### config.mk
export PLATFORM = sky130hd
export DESIGN_NAME = ifetch_unit
export DESIGN_NICKNAME = d
export VERILOG_FILES = /design/src/rtl/ifetch_unit_pkg.sv /design/src/rtl/ifetch_unit_fetch_fifo.sv /design/src/rtl/ifetch_unit.sv
export SDC_FILE = /design/constraint.sdc
export NUM_CORES = 1
export LEC_CHECK = 0
export ABC_AREA = 1
export ABC_CLOCK_PERIOD_IN_PS = 4700
export CAP_MARGIN = 30
export CORE_MARGIN = 1.5
export CORE_UTILIZATION = 50
export CTS_BUF_LIST = sky130_fd_sc_hd__clkbuf_4 sky130_fd_sc_hd__clkbuf_8
export DETAILED_ROUTE_END_ITERATION = 8
export DONT_BUFFER_PORTS = 1
export PLACE_DENSITY = 0.67
export REMOVE_ABC_BUFFERS = 1
export SETUP_SLACK_MARGIN = 0.02
export SYNTH_ARGS = -nofsm -noshare
export SYNTH_HDL_FRONTEND = slang
export SYNTH_SLANG_ARGS = --single-unit
### constraint.sdc
create_clock -name clk -period 4.7 [get_ports clk]
set_clock_uncertainty 0.05 [all_clocks]
set_input_delay 0.705 -clock clk [delete_from_list [all_inputs] [get_ports clk]]
set_output_delay 0.705 -clock clk [all_outputs]
set_load 0.02 [all_outputs]
### src/rtl/ifetch_unit_pkg.sv
// Shared constants, state encoding and buffer entry type for the instruction fetch unit.
package ifetch_unit_pkg;

    localparam logic [31:0] NOP_INSTR        = 32'h0000_0013;
    localparam logic [31:0] DEFAULT_RESET_PC = 32'h0000_0000;
    localparam logic [31:0] PC_INC           = 32'd4;
    localparam int          FIFO_DEPTH       = 2;

    typedef enum logic {
        S_BOOT = 1'b0,
        S_RUN  = 1'b1
    } fetch_state_t;

    typedef struct packed {
        logic [31:0] pc;
        logic [31:0] instr;
    } fetch_entry_t;

    // Instruction addresses are word aligned; the low two bits are dropped.
    function automatic logic [31:0] align_pc(input logic [31:0] pc);
        return {pc[31:2], 2'b00};
    endfunction

endpackage

### src/rtl/ifetch_unit_fetch_fifo.sv
// Two-entry {pc, instr} buffer between instruction memory and decode.
// Flush has priority over push and pop; push and pop together keep the count.
module fetch_fifo
    import ifetch_unit_pkg::*;
(
    input  logic         clk,
    input  logic         rst,
    input  logic         flush,
    input  logic         push,
    input  fetch_entry_t wdata,
    input  logic         pop,
    output fetch_entry_t head,
    output logic         full,
    output logic         empty
);

    fetch_entry_t mem [FIFO_DEPTH];
    logic         rd_ptr;
    logic         wr_ptr;
    logic [1:0]   count;
    logic         do_push;
    logic         do_pop;

    assign empty   = (count == 2'd0);
    assign full    = (count == 2'd2);
    assign do_pop  = pop && !empty;
    assign do_push = push && (!full || do_pop);
    assign head    = mem[rd_ptr];

    always_ff @(posedge clk or posedge rst) begin
        if (rst) begin
            rd_ptr <= 1'b0;
            wr_ptr <= 1'b0;
            count  <= 2'd0;
        end else if (flush) begin
            rd_ptr <= 1'b0;
            wr_ptr <= 1'b0;
            count  <= 2'd0;
        end else begin
            if (do_push) begin
                wr_ptr <= ~wr_ptr;
            end
            if (do_pop) begin
                rd_ptr <= ~rd_ptr;
            end
            count <= count + {1'b0, do_push} - {1'b0, do_pop};
        end
    end

    // Storage is pure data and carries no reset.
    always_ff @(posedge clk) begin
        if (do_push && !flush) begin
            mem[wr_ptr] <= wdata;
        end
    end

endmodule

### src/rtl/ifetch_unit.sv
// Instruction fetch: issues word fetches to a synchronous instruction memory,
// buffers responses in a two-entry FIFO and hands them to decode, with redirect support.
module ifetch_unit
    import ifetch_unit_pkg::*;
#(
    parameter logic [31:0] RESET_PC = DEFAULT_RESET_PC
) (
    input  logic        clk,
    input  logic        rst,
    output logic        imem_req,
    output logic [31:0] imem_addr,
    input  logic [31:0] imem_rdata,
    output logic        id_valid,
    input  logic        id_ready,
    output logic [31:0] id_instr,
    output logic [31:0] id_pc,
    input  logic        redirect,
    input  logic [31:0] redirect_pc
);

    localparam logic [31:0] BOOT_PC = {RESET_PC[31:2], 2'b00};

    fetch_state_t state_q;
    fetch_state_t state_d;

    logic [31:0]  pc_p0;
    logic         vld_p1;
    logic [31:0]  req_pc_p1;
    logic [31:0]  last_pc_q;

    logic         fifo_full;
    logic         fifo_empty;
    logic         fifo_push;
    fetch_entry_t fifo_wdata;
    fetch_entry_t fifo_head;

    logic         pop;
    logic [1:0]   fifo_count;
    logic [1:0]   occupancy;
    logic [1:0]   occ_after_pop;

    assign pop           = id_valid && id_ready;
    assign fifo_count    = fifo_full ? 2'd2 : (fifo_empty ? 2'd0 : 2'd1);
    assign occupancy     = fifo_count + {1'b0, vld_p1};
    assign occ_after_pop = occupancy - {1'b0, pop};

    always_ff @(posedge clk or posedge rst) begin
        if (rst) begin
            state_q <= S_BOOT;
        end else begin
            state_q <= state_d;
        end
    end

    // Only request when the word returning next cycle is guaranteed a FIFO slot.
    always_comb begin
        state_d  = state_q;
        imem_req = 1'b0;
        case (state_q)
            S_BOOT: begin
                state_d = S_RUN;
            end
            S_RUN: begin
                imem_req = !redirect && (occ_after_pop < 2'd2);
            end
            default: begin
                state_d = S_BOOT;
            end
        endcase
    end

    // Stage 0 -> 1: fetch PC and the in-flight request marker
    always_ff @(posedge clk or posedge rst) begin
        if (rst) begin
            pc_p0     <= BOOT_PC;
            vld_p1    <= 1'b0;
            last_pc_q <= BOOT_PC;
        end else begin
            if (redirect) begin
                pc_p0 <= align_pc(redirect_pc);
            end else if (imem_req) begin
                pc_p0 <= pc_p0 + PC_INC;
            end
            vld_p1    <= imem_req;
            last_pc_q <= id_pc;
        end
    end

    always_ff @(posedge clk) begin
        if (imem_req) begin
            req_pc_p1 <= pc_p0;
        end
    end

    assign imem_addr = pc_p0;

    // Stage 1 -> 2: memory response enters the buffer unless a redirect squashes it
    assign fifo_push  = vld_p1 && !redirect;
    assign fifo_wdata = '{pc: req_pc_p1, instr: imem_rdata};

    fetch_fifo u_fifo (
        .clk   (clk),
        .rst   (rst),
        .flush (redirect),
        .push  (fifo_push),
        .wdata (fifo_wdata),
        .pop   (pop),
        .head  (fifo_head),
        .full  (fifo_full),
        .empty (fifo_empty)
    );

    assign id_valid = !fifo_empty;
    assign id_instr = id_valid ? fifo_head.instr : NOP_INSTR;
    assign id_pc    = id_valid ? fifo_head.pc : last_pc_q;

endmodule

==> flow_summary.toml <==
[power]
switchingPower_mw = 2.136
sequentialPowerShare = 0.480
power_frac_comb = 0.251
switching_share = 0.3706
power.density_nw_per_um2 = 578.1
leakagePower_nw = 3.852
p_clk_frac = 0.269
p_total_mw = 5.763
p_int_mw = 3.627
irDropWorstVdd_v = 0.0002459

[route]
routed_wl_um = 19530
dr_wl_met2_um = 9154
wl_per_cell_um = 17.90
vias = 5985
postRouteAntennaNets = 0
top_layer_used = "met4"
firstDrtPassIters = 5
drc = 0
met3_length_um = 2017
drt_iter0_markers = 321
wl_met1_um = 7914
vias_per_cell = 5.486

[timing]
rsz0062_at_grt = "false"
min_period_over_period = 0.7405
setup_violations = 0
max_freq_mhz = 287.3
maxSlewHeadroom = 0.4118
min_period_ns = 3.480
worst_slack_ns = 1.220
worst_slew_pin_slew_ns = 0.8823
final.setup.tns_ns = 0
drv_slew = 0
final_hold_viol_count = 0

[synth]
synth_area_leaders = "edfxtp_1 (51%), dfrtp_1 (19%), nand2_1 (9.0%)"
yosysTopAreaCell = "edfxtp_1"
ys_seq_elements = 222
ys_seq_area_frac = 0.6992
syn_area_per_cell_um2 = 10.98
syn_inst = 824
synth.distinct_cells = 29
synth_top_cell_area_share = 0.5111
syn_area_um2 = 9047
ys.warnings.count = 0

[setup_path]
path_delay_family = "simple AND/OR/NAND/NOR gates"
path_max_fanout = 23
critPathLaunchType = "flip-flop"
end_kind = "output pin"
arrival_ns = 2.73
cpMaxStageDelayCell = "nor2_4"
path_cells = "nor2_4, nor2_1, ha_1, inv_1, nand3_1, nand3_2, nand2_2, nor2_4"
crit_type = "reg2out"
critPathRequiredTime_ns = 3.94
crit_top_cell = "nor2_4"
crit_buf_inv = 1
cp_slowest_stage_delay_ns = 0.57

[clock_tree]
cts_buffers = 36
cts.htree.levels = 2
cts-resized-gates = 0
ctsHoldBuffers = 0
clk_latency_ns = 0.51
clock_sinks = 222
path_clk_slew_ns = 0.06
cts_setup_buffers = 0
cts_max_path_buffers = 3
cts_tree = "done"
clock-root-buffer = "clkbuf_8"

[placed_design]
gp_congestion = 0.8661
placedInstanceArea_um2 = 9295
hpwl_um = 12250
dp_slack_ns = 1.665
dp_cells = 1028
io_buffers = 0

[die]
io_pins = 166
fp.dieH_um = 137.5
rows = 49
core_area_um2 = 17840
start_util = 0.5071
die_w_um = 137.5
die_area_um2 = 18910

[cells_and_area]
layout.nets = 909
fillers = 1505
final_common_cell = "nand2_1"
fin_area_um2 = 9970
final_layout_size_suffix_gt1_frac = 0.1009
area_growth_pct = 10.19
fin_cells = 1091
diodes = 0
final_cell_mix = "nand2_1 (217), edfxtp_1 (154), nand3_1 (99)"

[run]
drv_cap = 0

[global_route]
antenna_found_initial = 0
grt_max_degree = 65
grt_usage = 0.2078
grt_pass1_vias = 5547
grt-ovfl-total = 0
grt_first_pass_wirelength_um = 29870

[outcome]
status = "completed"

[min_path]
hold_class = "in2async"
flip-flops by register name, summed over array words and instances, names as in the netlist:
signal         cells
last_pc_q         32
req_pc_p1         30
u_fifo.rd_ptr      1
vld_p1             1
u_fifo.count       2
imem_addr         30
state_q            1
u_fifo.mem       124
u_fifo.wr_ptr      1
power by group through the flow:
stage / Combinational, mW / Sequential (mW) / Clock (mW)
floorplan: 1.10 / 2.75 / 0
global placement: 1.40 / 2.79 / 0
detailed placement: 1.45 / 2.81 / 0
CTS: 1.46 / 2.77 / 1.60
global route: 1.59 / 2.81 / 1.69
finish: 1.44 / 2.77 / 1.55
worst reg2reg max path: cells and delay by family (launching register included):
family | cells | cell delay (ns)
buf+inv | 2 | 0.50
fa+ha+maj | 1 | 0.26
flops | 1 | 0.44
simple gates | 6 | 1.47
layer usage:
layer,track usage,up-vias
met5,0,-
met4,0.07602,0
met3,0.06770,36
met2,0.3292,249
met1,0.2686,2869
li1,-,2831
cell type report:
| class | instances | area [um2] | share of cell area |
|---|---|---|---|
| multi-input combinational | 526 | 2409 | 0.2416 |
| inverter | 40 | 150.1 | 0.01506 |
| timing repair buffer | 11 | 122.6 | 0.01230 |
| clock inverter | 14 | 62.56 | 0.006275 |
| sequential | 222 | 6327 | 0.6347 |
| clock buffer | 49 | 611.8 | 0.06137 |
| tap | 229 | 286.5 | 0.02874 |
worst paths after layout:
check	startpoint	end	slack, ns	depth (start not counted)
hold reg to reg	req_pc_p1[30]	u_fifo.mem[0][62]	0.39	0
min in group clk	redirect	u_fifo.count[1]	0.22	1
hold / removal	rst	last_pc_q[8]	0.09	1
max in group asynchronous	rst	imem_addr[29]	3.50	3
setup reg to reg	u_fifo.count[1]	req_pc_p1[30]	1.66	9
setup / recovery	u_fifo.count[1]	imem_req	1.22	8
cells in the mapped netlist (all sizes together):
cell type  instances
ha                 4
nand2            221
o22ai              1
inv               39
dfrtp             68
conb               2
clkinv             1
a21oi             91
buf               18
clkbuf            19
xor2               3
or2                1
o21bai             6
and2               3
nor2              82
o21ai              5
edfxtp           154
xnor2              6
nand3            100
cells by family after synthesis:
group,share of synthesized area
AO/OA/AOI/OAI,0.05919
XOR/XNOR,0.008713
adder cells (fa/ha/maj),0.005532
buffers and inverters,0.03720
flip-flops,0.6992
other,0.0008301
AND/OR/NAND/NOR,0.1893
metrics by stage:
step	hold slack (ns)	utilization
4_1_cts	0.07844	0.5588
3_5_place_dp	0.3806	0.5210
3_3_place_gp	0.3738	0.5175
5_1_grt	0.1185	0.5588
6_report	0.09092	0.5588
2_1_floorplan	0.3715	-
(Power assumes the default switching activity.)
